### src/rtl/lsu_pkg.sv
// Shared types and constants for the MEM-stage load/store unit.
package lsu_pkg;

  typedef enum logic [1:0] {IDLE, REQ, DONE} lsu_state_e;
  typedef enum logic [1:0] {SZ_B, SZ_H, SZ_W} lsu_size_e;

  localparam logic [3:0] WSTRB_B0 = 4'b0001;
  localparam logic [3:0] WSTRB_B1 = 4'b0010;
  localparam logic [3:0] WSTRB_B2 = 4'b0100;
  localparam logic [3:0] WSTRB_B3 = 4'b1000;
  localparam logic [3:0] WSTRB_H0 = 4'b0011;
  localparam logic [3:0] WSTRB_H1 = 4'b1100;
  localparam logic [3:0] WSTRB_W  = 4'b1111;

  // Byte flag has priority over half flag when a decoder sets both.
  function automatic lsu_size_e decode_size(input logic low_byte, input logic half_word);
    if (low_byte)
      return SZ_B;
    else if (half_word)
      return SZ_H;
    else
      return SZ_W;
  endfunction

  function automatic logic is_misaligned(input lsu_size_e size, input logic [1:0] addr_lo);
    case (size)
      SZ_H:    return addr_lo[0];
      SZ_W:    return addr_lo != 2'b00;
      default: return 1'b0;
    endcase
  endfunction

endpackage

### src/rtl/lsu_mem_port_if.sv
// Handshaked data-memory bus between the LSU (master) and data memory (slave).
interface lsu_mem_port_if #(
  parameter int AW = 32
);
  logic          mem_req;
  logic          mem_we;
  logic [3:0]    mem_wstrb;
  logic [AW-1:0] mem_addr;
  logic [31:0]   mem_wdata;
  logic          mem_ready;
  logic [31:0]   mem_rdata;

  modport master (
    output mem_req, mem_we, mem_wstrb, mem_addr, mem_wdata,
    input  mem_ready, mem_rdata
  );

  modport slave (
    input  mem_req, mem_we, mem_wstrb, mem_addr, mem_wdata,
    output mem_ready, mem_rdata
  );
endinterface

### src/rtl/lsu_load_align.sv
// Picks the addressed byte/half/word out of a read word and sign- or zero-extends it.
module lsu_load_align
  import lsu_pkg::*;
(
  input  logic [31:0] i_rdata,
  input  logic [1:0]  i_addr_lo,
  input  lsu_size_e   i_size,
  input  logic        i_zero_ext,
  output logic [31:0] o_data
);

  logic [7:0]  w_lane [4];
  logic [7:0]  w_byte;
  logic [15:0] w_half;

  for (genvar gi = 0; gi < 4; gi++) begin : g_lane
    assign w_lane[gi] = i_rdata[8*gi +: 8];
  end

  assign w_byte = w_lane[i_addr_lo];
  assign w_half = i_addr_lo[1] ? {w_lane[3], w_lane[2]} : {w_lane[1], w_lane[0]};

  always_comb begin
    o_data = i_rdata;
    case (i_size)
      SZ_B:    o_data = {{24{~i_zero_ext & w_byte[7]}}, w_byte};
      SZ_H:    o_data = {{16{~i_zero_ext & w_half[15]}}, w_half};
      default: o_data = i_rdata;
    endcase
  end

endmodule

### src/rtl/lsu_mem_port.sv
// MEM-stage load/store unit: turns decoder flags into one lane-aligned memory
// transaction, stalls the pipeline while it is outstanding, returns extended load data.
module lsu_mem_port
  import lsu_pkg::*;
#(
  parameter int AW = 32,
  parameter int DW = 32
)(
  input  logic          clk,
  input  logic          rst,
  input  logic          i_read_mem,
  input  logic          i_write_mem,
  input  logic          i_memin_low_byte,
  input  logic          i_memin_half_word,
  input  logic          i_memout_low_byte,
  input  logic          i_memout_half_word,
  input  logic          i_padding_zero,
  input  logic [AW-1:0] i_addr,
  input  logic [DW-1:0] i_store_data,
  lsu_mem_port_if.master mem,
  output logic [DW-1:0] o_load_data,
  output logic          o_load_valid,
  output logic          o_lsu_stall,
  output logic          o_lsu_err
);

  lsu_state_e    r_state, w_state_next;
  logic [AW-1:0] r_addr;
  logic          r_we;
  logic [3:0]    r_wstrb;
  logic [31:0]   r_wdata;
  lsu_size_e     r_ld_size;
  logic          r_zero_ext;
  logic [31:0]   r_load_data;
  logic          r_err;

  lsu_size_e     w_st_size, w_ld_size, w_size;
  logic          w_req, w_illegal, w_misaligned, w_accept, w_err_next;
  logic [3:0]    w_wstrb;
  logic [31:0]   w_wdata;
  logic [31:0]   w_align_data;
  logic          w_mem_req, w_stall, w_load_valid;

  assign w_st_size    = decode_size(i_memin_low_byte, i_memin_half_word);
  assign w_ld_size    = decode_size(i_memout_low_byte, i_memout_half_word);
  assign w_size       = i_write_mem ? w_st_size : w_ld_size;
  assign w_req        = i_read_mem ^ i_write_mem;
  assign w_illegal    = i_read_mem & i_write_mem;
  assign w_misaligned = w_req & is_misaligned(w_size, i_addr[1:0]);
  assign w_accept     = (r_state == IDLE) & w_req & ~w_misaligned;
  assign w_err_next   = (r_state == IDLE) & (w_illegal | w_misaligned);

  always_comb begin
    w_wstrb = WSTRB_W;
    w_wdata = i_store_data;
    case (w_size)
      SZ_B: begin
        case (i_addr[1:0])
          2'd0:    w_wstrb = WSTRB_B0;
          2'd1:    w_wstrb = WSTRB_B1;
          2'd2:    w_wstrb = WSTRB_B2;
          default: w_wstrb = WSTRB_B3;
        endcase
        w_wdata = {4{i_store_data[7:0]}};
      end
      SZ_H: begin
        w_wstrb = i_addr[1] ? WSTRB_H1 : WSTRB_H0;
        w_wdata = {2{i_store_data[15:0]}};
      end
      default: begin
        w_wstrb = WSTRB_W;
        w_wdata = i_store_data;
      end
    endcase
  end

  // Stall is raised combinationally in the accepting IDLE cycle so the
  // upstream stage freezes before the request is even on the bus.
  always_comb begin
    w_state_next = r_state;
    w_mem_req    = 1'b0;
    w_stall      = 1'b0;
    w_load_valid = 1'b0;
    case (r_state)
      IDLE: begin
        if (w_accept) begin
          w_state_next = REQ;
          w_stall      = 1'b1;
        end
      end
      REQ: begin
        w_mem_req = 1'b1;
        w_stall   = 1'b1;
        if (mem.mem_ready)
          w_state_next = DONE;
      end
      DONE: begin
        w_load_valid = ~r_we;
        w_state_next = IDLE;
      end
      default: w_state_next = IDLE;
    endcase
  end

  lsu_load_align u_align (
    .i_rdata    (mem.mem_rdata),
    .i_addr_lo  (r_addr[1:0]),
    .i_size     (r_ld_size),
    .i_zero_ext (r_zero_ext),
    .o_data     (w_align_data)
  );

  always_ff @(posedge clk or posedge rst) begin
    if (rst) begin
      r_state     <= IDLE;
      r_addr      <= '0;
      r_we        <= 1'b0;
      r_wstrb     <= 4'b0000;
      r_wdata     <= 32'h0;
      r_ld_size   <= SZ_B;
      r_zero_ext  <= 1'b0;
      r_load_data <= 32'h0;
      r_err       <= 1'b0;
    end else begin
      r_state <= w_state_next;
      r_err   <= w_err_next;
      if (w_accept) begin
        r_addr     <= i_addr;
        r_we       <= i_write_mem;
        r_wstrb    <= w_wstrb;
        r_wdata    <= w_wdata;
        r_ld_size  <= w_ld_size;
        r_zero_ext <= i_padding_zero;
      end
      if ((r_state == REQ) && mem.mem_ready && !r_we)
        r_load_data <= w_align_data;
    end
  end

  assign mem.mem_req   = w_mem_req;
  assign mem.mem_we    = r_we;
  assign mem.mem_wstrb = r_wstrb;
  assign mem.mem_addr  = {r_addr[AW-1:2], 2'b00};
  assign mem.mem_wdata = r_wdata;
  assign o_load_data   = r_load_data;
  assign o_load_valid  = w_load_valid;
  assign o_lsu_stall   = w_stall;
  assign o_lsu_err     = r_err;

endmodule

### src/flat_wrapper.sv
// flat-port wrapper written by rule: the top's interface ports become plain ports
module lsu_mem_port_flat import lsu_pkg::*;
#(
  parameter int AW = 32,
  parameter int DW = 32
)
  (clk, rst, i_read_mem, i_write_mem, i_memin_low_byte, i_memin_half_word, i_memout_low_byte, i_memout_half_word, i_padding_zero, i_addr, i_store_data, o_load_data, o_load_valid, o_lsu_stall, o_lsu_err, mem_mem_req, mem_mem_we, mem_mem_wstrb, mem_mem_addr, mem_mem_wdata, mem_mem_ready, mem_mem_rdata);
  lsu_mem_port_if #(.AW(AW)) mem_i ();
  input  logic clk;
  input  logic rst;
  input  logic i_read_mem;
  input  logic i_write_mem;
  input  logic i_memin_low_byte;
  input  logic i_memin_half_word;
  input  logic i_memout_low_byte;
  input  logic i_memout_half_word;
  input  logic i_padding_zero;
  input  logic [AW-1:0] i_addr;
  input  logic [DW-1:0] i_store_data;
  output logic [DW-1:0] o_load_data;
  output logic o_load_valid;
  output logic o_lsu_stall;
  output logic o_lsu_err;
  output wire logic [$bits(mem_i.mem_req)-1:0] mem_mem_req;
  output wire logic [$bits(mem_i.mem_we)-1:0] mem_mem_we;
  output wire logic [$bits(mem_i.mem_wstrb)-1:0] mem_mem_wstrb;
  output wire logic [$bits(mem_i.mem_addr)-1:0] mem_mem_addr;
  output wire logic [$bits(mem_i.mem_wdata)-1:0] mem_mem_wdata;
  input wire logic [$bits(mem_i.mem_ready)-1:0] mem_mem_ready;
  input wire logic [$bits(mem_i.mem_rdata)-1:0] mem_mem_rdata;
  assign mem_mem_req = mem_i.mem_req;
  assign mem_mem_we = mem_i.mem_we;
  assign mem_mem_wstrb = mem_i.mem_wstrb;
  assign mem_mem_addr = mem_i.mem_addr;
  assign mem_mem_wdata = mem_i.mem_wdata;
  assign mem_i.mem_ready = mem_mem_ready;
  assign mem_i.mem_rdata = mem_mem_rdata;
  lsu_mem_port #(.AW(AW), .DW(DW)) u_core (.clk(clk), .rst(rst), .i_read_mem(i_read_mem), .i_write_mem(i_write_mem), .i_memin_low_byte(i_memin_low_byte), .i_memin_half_word(i_memin_half_word), .i_memout_low_byte(i_memout_low_byte), .i_memout_half_word(i_memout_half_word), .i_padding_zero(i_padding_zero), .i_addr(i_addr), .i_store_data(i_store_data), .mem(mem_i), .o_load_data(o_load_data), .o_load_valid(o_load_valid), .o_lsu_stall(o_lsu_stall), .o_lsu_err(o_lsu_err));
endmodule
### config.mk
export PLATFORM = sky130hd
export DESIGN_NAME = lsu_mem_port_flat
export DESIGN_NICKNAME = d
export VERILOG_FILES = /design/src/rtl/lsu_pkg.sv /design/src/rtl/lsu_mem_port_if.sv /design/src/rtl/lsu_load_align.sv /design/src/rtl/lsu_mem_port.sv /design/src/flat_wrapper.sv
export SDC_FILE = /design/constraint.sdc
export NUM_CORES = 1
export LEC_CHECK = 0
export ABC_AREA = 1
export CAP_MARGIN = 20
export CORE_MARGIN = 4
export CORE_UTILIZATION = 45
export DETAILED_ROUTE_END_ITERATION = 8
export GPL_TIMING_DRIVEN = 0
export MAX_ROUTING_LAYER = met4
export PLACE_DENSITY_LB_ADDON = 0.08
export SYNTH_ARGS = -nofsm -noshare
export SYNTH_HDL_FRONTEND = slang
export SYNTH_SLANG_ARGS = --single-unit
### constraint.sdc
create_clock -name clk -period 8.02 [get_ports clk]
set_input_delay 1.604 -clock clk [delete_from_list [all_inputs] [get_ports clk]]
set_output_delay 1.604 -clock clk [all_outputs]
set_load 0.005 [all_outputs]
==> results by group <==
CTS
  • CTS root buffer: clkbuf_16
  • Cts repair resizes: 0
  • Clock transition at the registers of the reported paths: 0.07 ns
  • Post-CTS Setup Repair Bufs: 0
  • Max clock buf depth: 2
  • TritonCTS clock tree: yes
  • Cts-stage hold buffer count: 0
  • H-tree depth: 3
  • TritonCTS Buffers: 9
  • Num Clock Sinks: 107
  • Clock latency on the worst-skew pair: 0.35 ns

STA
  • RSZ-0062 raised after global routing: false
  • Worst setup margin: between 2 and 2.5 ns
  • Fmax achieved: ~170 MHz
  • Slew headroom: 62.2%
  • Worst Skew: 0.00596 ns
  • Final slew viol count: 0
  • Fin. Hold Viols: 0
  • Setup TNS: 0 ns
  • Final setup viols: 0
  • WHS: 0.473 ns
  • Actual slew at the worst max-slew pin: 0.567 ns
  • Tmin final: 5.76 ns
  • Part of the cycle the worst path needs: 71.8%

Power
  • Pleak: 4.22 nW
  • Max VDD drop: 164 µV
  • Final Power: 2.93 mW
  • Reg power frac: 32.6%
  • Pint: 1.88 mW
  • Logic gate share of total power: between 50% and 60%
  • Net switching power: 1.05 mW
  • Power Dens Cells: 345 mW/mm²
  • Switching share of total power: 35.9%
  • Clock share of power: ~15%

Synth
  • Post-Synthesis Cell Area: 0.00587 mm²
  • Post-synth cell types: 29
  • Avg Synthesized Cell Area: 7.85 µm²
  • Seq/Total Area, Yosys: 45.6%
  • Yosys warning count: 0
  • Cells after Synth: 748
  • Seq cells post-synth: 107

Status
  • Status: finished clean

Detailed routing
  • DRT Pass-1 Iters: 5
  • Final wirelength: 16800 µm
  • Drt wl/cell: 14.7 µm
  • Routed wl met2: 7820 µm
  • Post-DRT Antenna Nets: 0
  • Wire length on met3: 1150 µm
  • Initial DRC count: about 410
  • DR vias/cell: 4.79
  • Uppermost layer routed: met4
  • # DRC: 0
  • M1 WL: 7390 µm
  • Vias after detailed routing: 5491

Worst setup path
  • Startpoint Class: input port
  • Crit Path Max Fanout: 10
  • Setup Crit Path Kind: in2out
  • CP endpoint kind: output port
  • Critical Path RT: 6.42 ns
  • WP data arrival: around 4.2 ns

Final layout
  • Most frequent cells in the layout: nand2_1, clkdlybuf4s50_1, dfrtp_1
  • Final cell count without fillers: between 1000 and 1500
  • N_diodes: 0
  • Fin util: 66.7%
  • Area growth, synth to finish: 44.5%
  • Layout cells sized above 1: 15.1%
  • Nets: 1079
  • Fin area: 0.00849 mm²
  • Commonest non-fill, non-tap cell in the layout: nand2_1

Global routing
  • First-pass GRT wire length: roughly 27000 µm
  • GRT Residual Overflow: 0
  • Initial antenna violation count: 0
  • Tot GR Track Use: 23.6%
  • Vias in the first global route: around 5500
  • Largest net degree at the start of global routing: 65

Place
  • Post-DP HPWL: 12900 µm
  • Post-Place Cell Area: 0.00820 mm²
  • Post-place setup slack: between 2 and 2.5 ns
  • Post-Place Cells: approximately 1100
  • GPL Wtd Cong: 0.906
  • IO Port Bufs: between 200 and 250

Floorplanning
  • Die area: 0.0149 mm²
  • Initial Util: 46.2%
  • Die X-Extent: 122 µm
  • I/O Pins: 211
  • Die H: 122 µm
  • Placeable Area: 0.0127 mm²
  • Cell Rows: 41

Worst hold path
  • Hold crit path type: reg2reg

Run
  • Maxcap violations: 0
## registers in the layout (all words and copies together), names as in the netlist
register              flops
u_core.r_zero_ext         1
u_core.o_load_data       32
u_core.mem.mem_wstrb      4
u_core.r_state            2
u_core.r_ld_size          2
u_core.o_lsu_err          1
u_core.r_addr            32
u_core.mem.mem_we         1
u_core.mem.mem_wdata     32
## worst paths after layout
kind | start | end | slack, ns | cells after the start
max in group asynchronous | rst | u_core.r_addr[29]$_DFFE_PP0P_ | 5.67 | 3
max | i_write_mem | o_lsu_stall | 2.26 | 12
min in group asynchronous | rst | u_core.o_load_data[23]$_DFFE_PP0P_ | 1.66 | 2
min reg2reg | u_core.r_addr[22]$_DFFE_PP0P_ | u_core.r_addr[22]$_DFFE_PP0P_ | 0.47 | 2
min | u_core.r_addr[22]$_DFFE_PP0P_ | u_core.r_addr[22]$_DFFE_PP0P_ | 0.47 | 2
max reg2reg | u_core.r_state[0]$_DFFE_PP0P_ | u_core.mem.mem_wdata[11]$_DFFE_PP0P_ | 6.34 | 6
## cell usage after synthesis
master	n	share of area, %
nor2_4	2	0.38
inv_1	47	3.0
nand3_1	82	7.0
nor2_1	25	1.6
clkbuf_1	8	0.51
o211ai_1	1	0.13
o21ai_0	29	2.5
nand3b_1	2	0.26
o21bai_4	1	0.32
ha_1	4	0.85
a21oi_1	49	4.2
nand3_2	1	0.17
buf_1	6	0.38
o21ai_1	1	0.085
buf_12	6	2.0
conb_1	1	0.064
buf_2	11	0.94
inv_2	3	0.19
nand4_1	2	0.21
buf_4	32	4.1
nand2_2	52	5.5
nor2_2	2	0.21
nand4_4	1	0.36
dfrtp_1	107	46
nand2_1	252	16
nand2_4	2	0.38
buf_6	11	2.1
or2_2	7	0.75
nor3_1	1	0.085
## metal layers
layer | up-vias | track usage [%]
met5 | - | -
met4 | 0 | 8.40
met3 | 31 | 4.65
met2 | 186 | 36.7
met1 | 2516 | 31.1
li1 | 2758 | -
## kinds of logic (layout without fill, tap and decap cells)
| kind of cell | Yosys count | in the layout | synth area share, % |
|---|---|---|---|
| simple gates | 431 | 431 | 33.0 |
| compound gates | 81 | 81 | 7.18 |
| fa+ha+maj | 4 | 4 | 0.852 |
| flops | 107 | 107 | 45.6 |
| other cells | 1 | 2 | 0.0639 |
| buf+inv | 124 | 349 | 13.3 |
## worst max-delay path, cell delays in order
cell and delay [ns]:
clkdlybuf4s50_1 0.57, nand3b_1 0.12, o21ai_0 0.15, ha_1 0.36, inv_2 0.15, o21bai_4 0.18
nand4_4 0.11, nand2_4 0.10, buf_12 0.16, buf_6 0.14, nand2_1 0.06, clkdlybuf4s50_1 0.43
## cell type report
cell class / count / area, µm²
Sequential cell: 107 / 2680
Buffer: 74 / 592
Multi-Input combinational cell: 518 / 2420
Fill cell: 1193 / 4240
Inverter: 50 / 190
Tap cell: 172 / 215
Timing Repair Buffer: 209 / 2110
Clock inverter: 3 / 22.5
Clock buffer: 13 / 260
## power groups by stage
stage | logic [mW] | registers (mW) | clock network (mW)
floorplan | 0.803 | 0.959 | 0
global placement | 1.54 | 0.956 | 0
detailed placement | 1.55 | 0.963 | 0
CTS | 1.56 | 0.957 | 0.443
global route | 1.71 | 0.989 | 0.465
finish | 1.54 | 0.955 | 0.429
No activity file was read; power rests on OpenSTA's default activity.
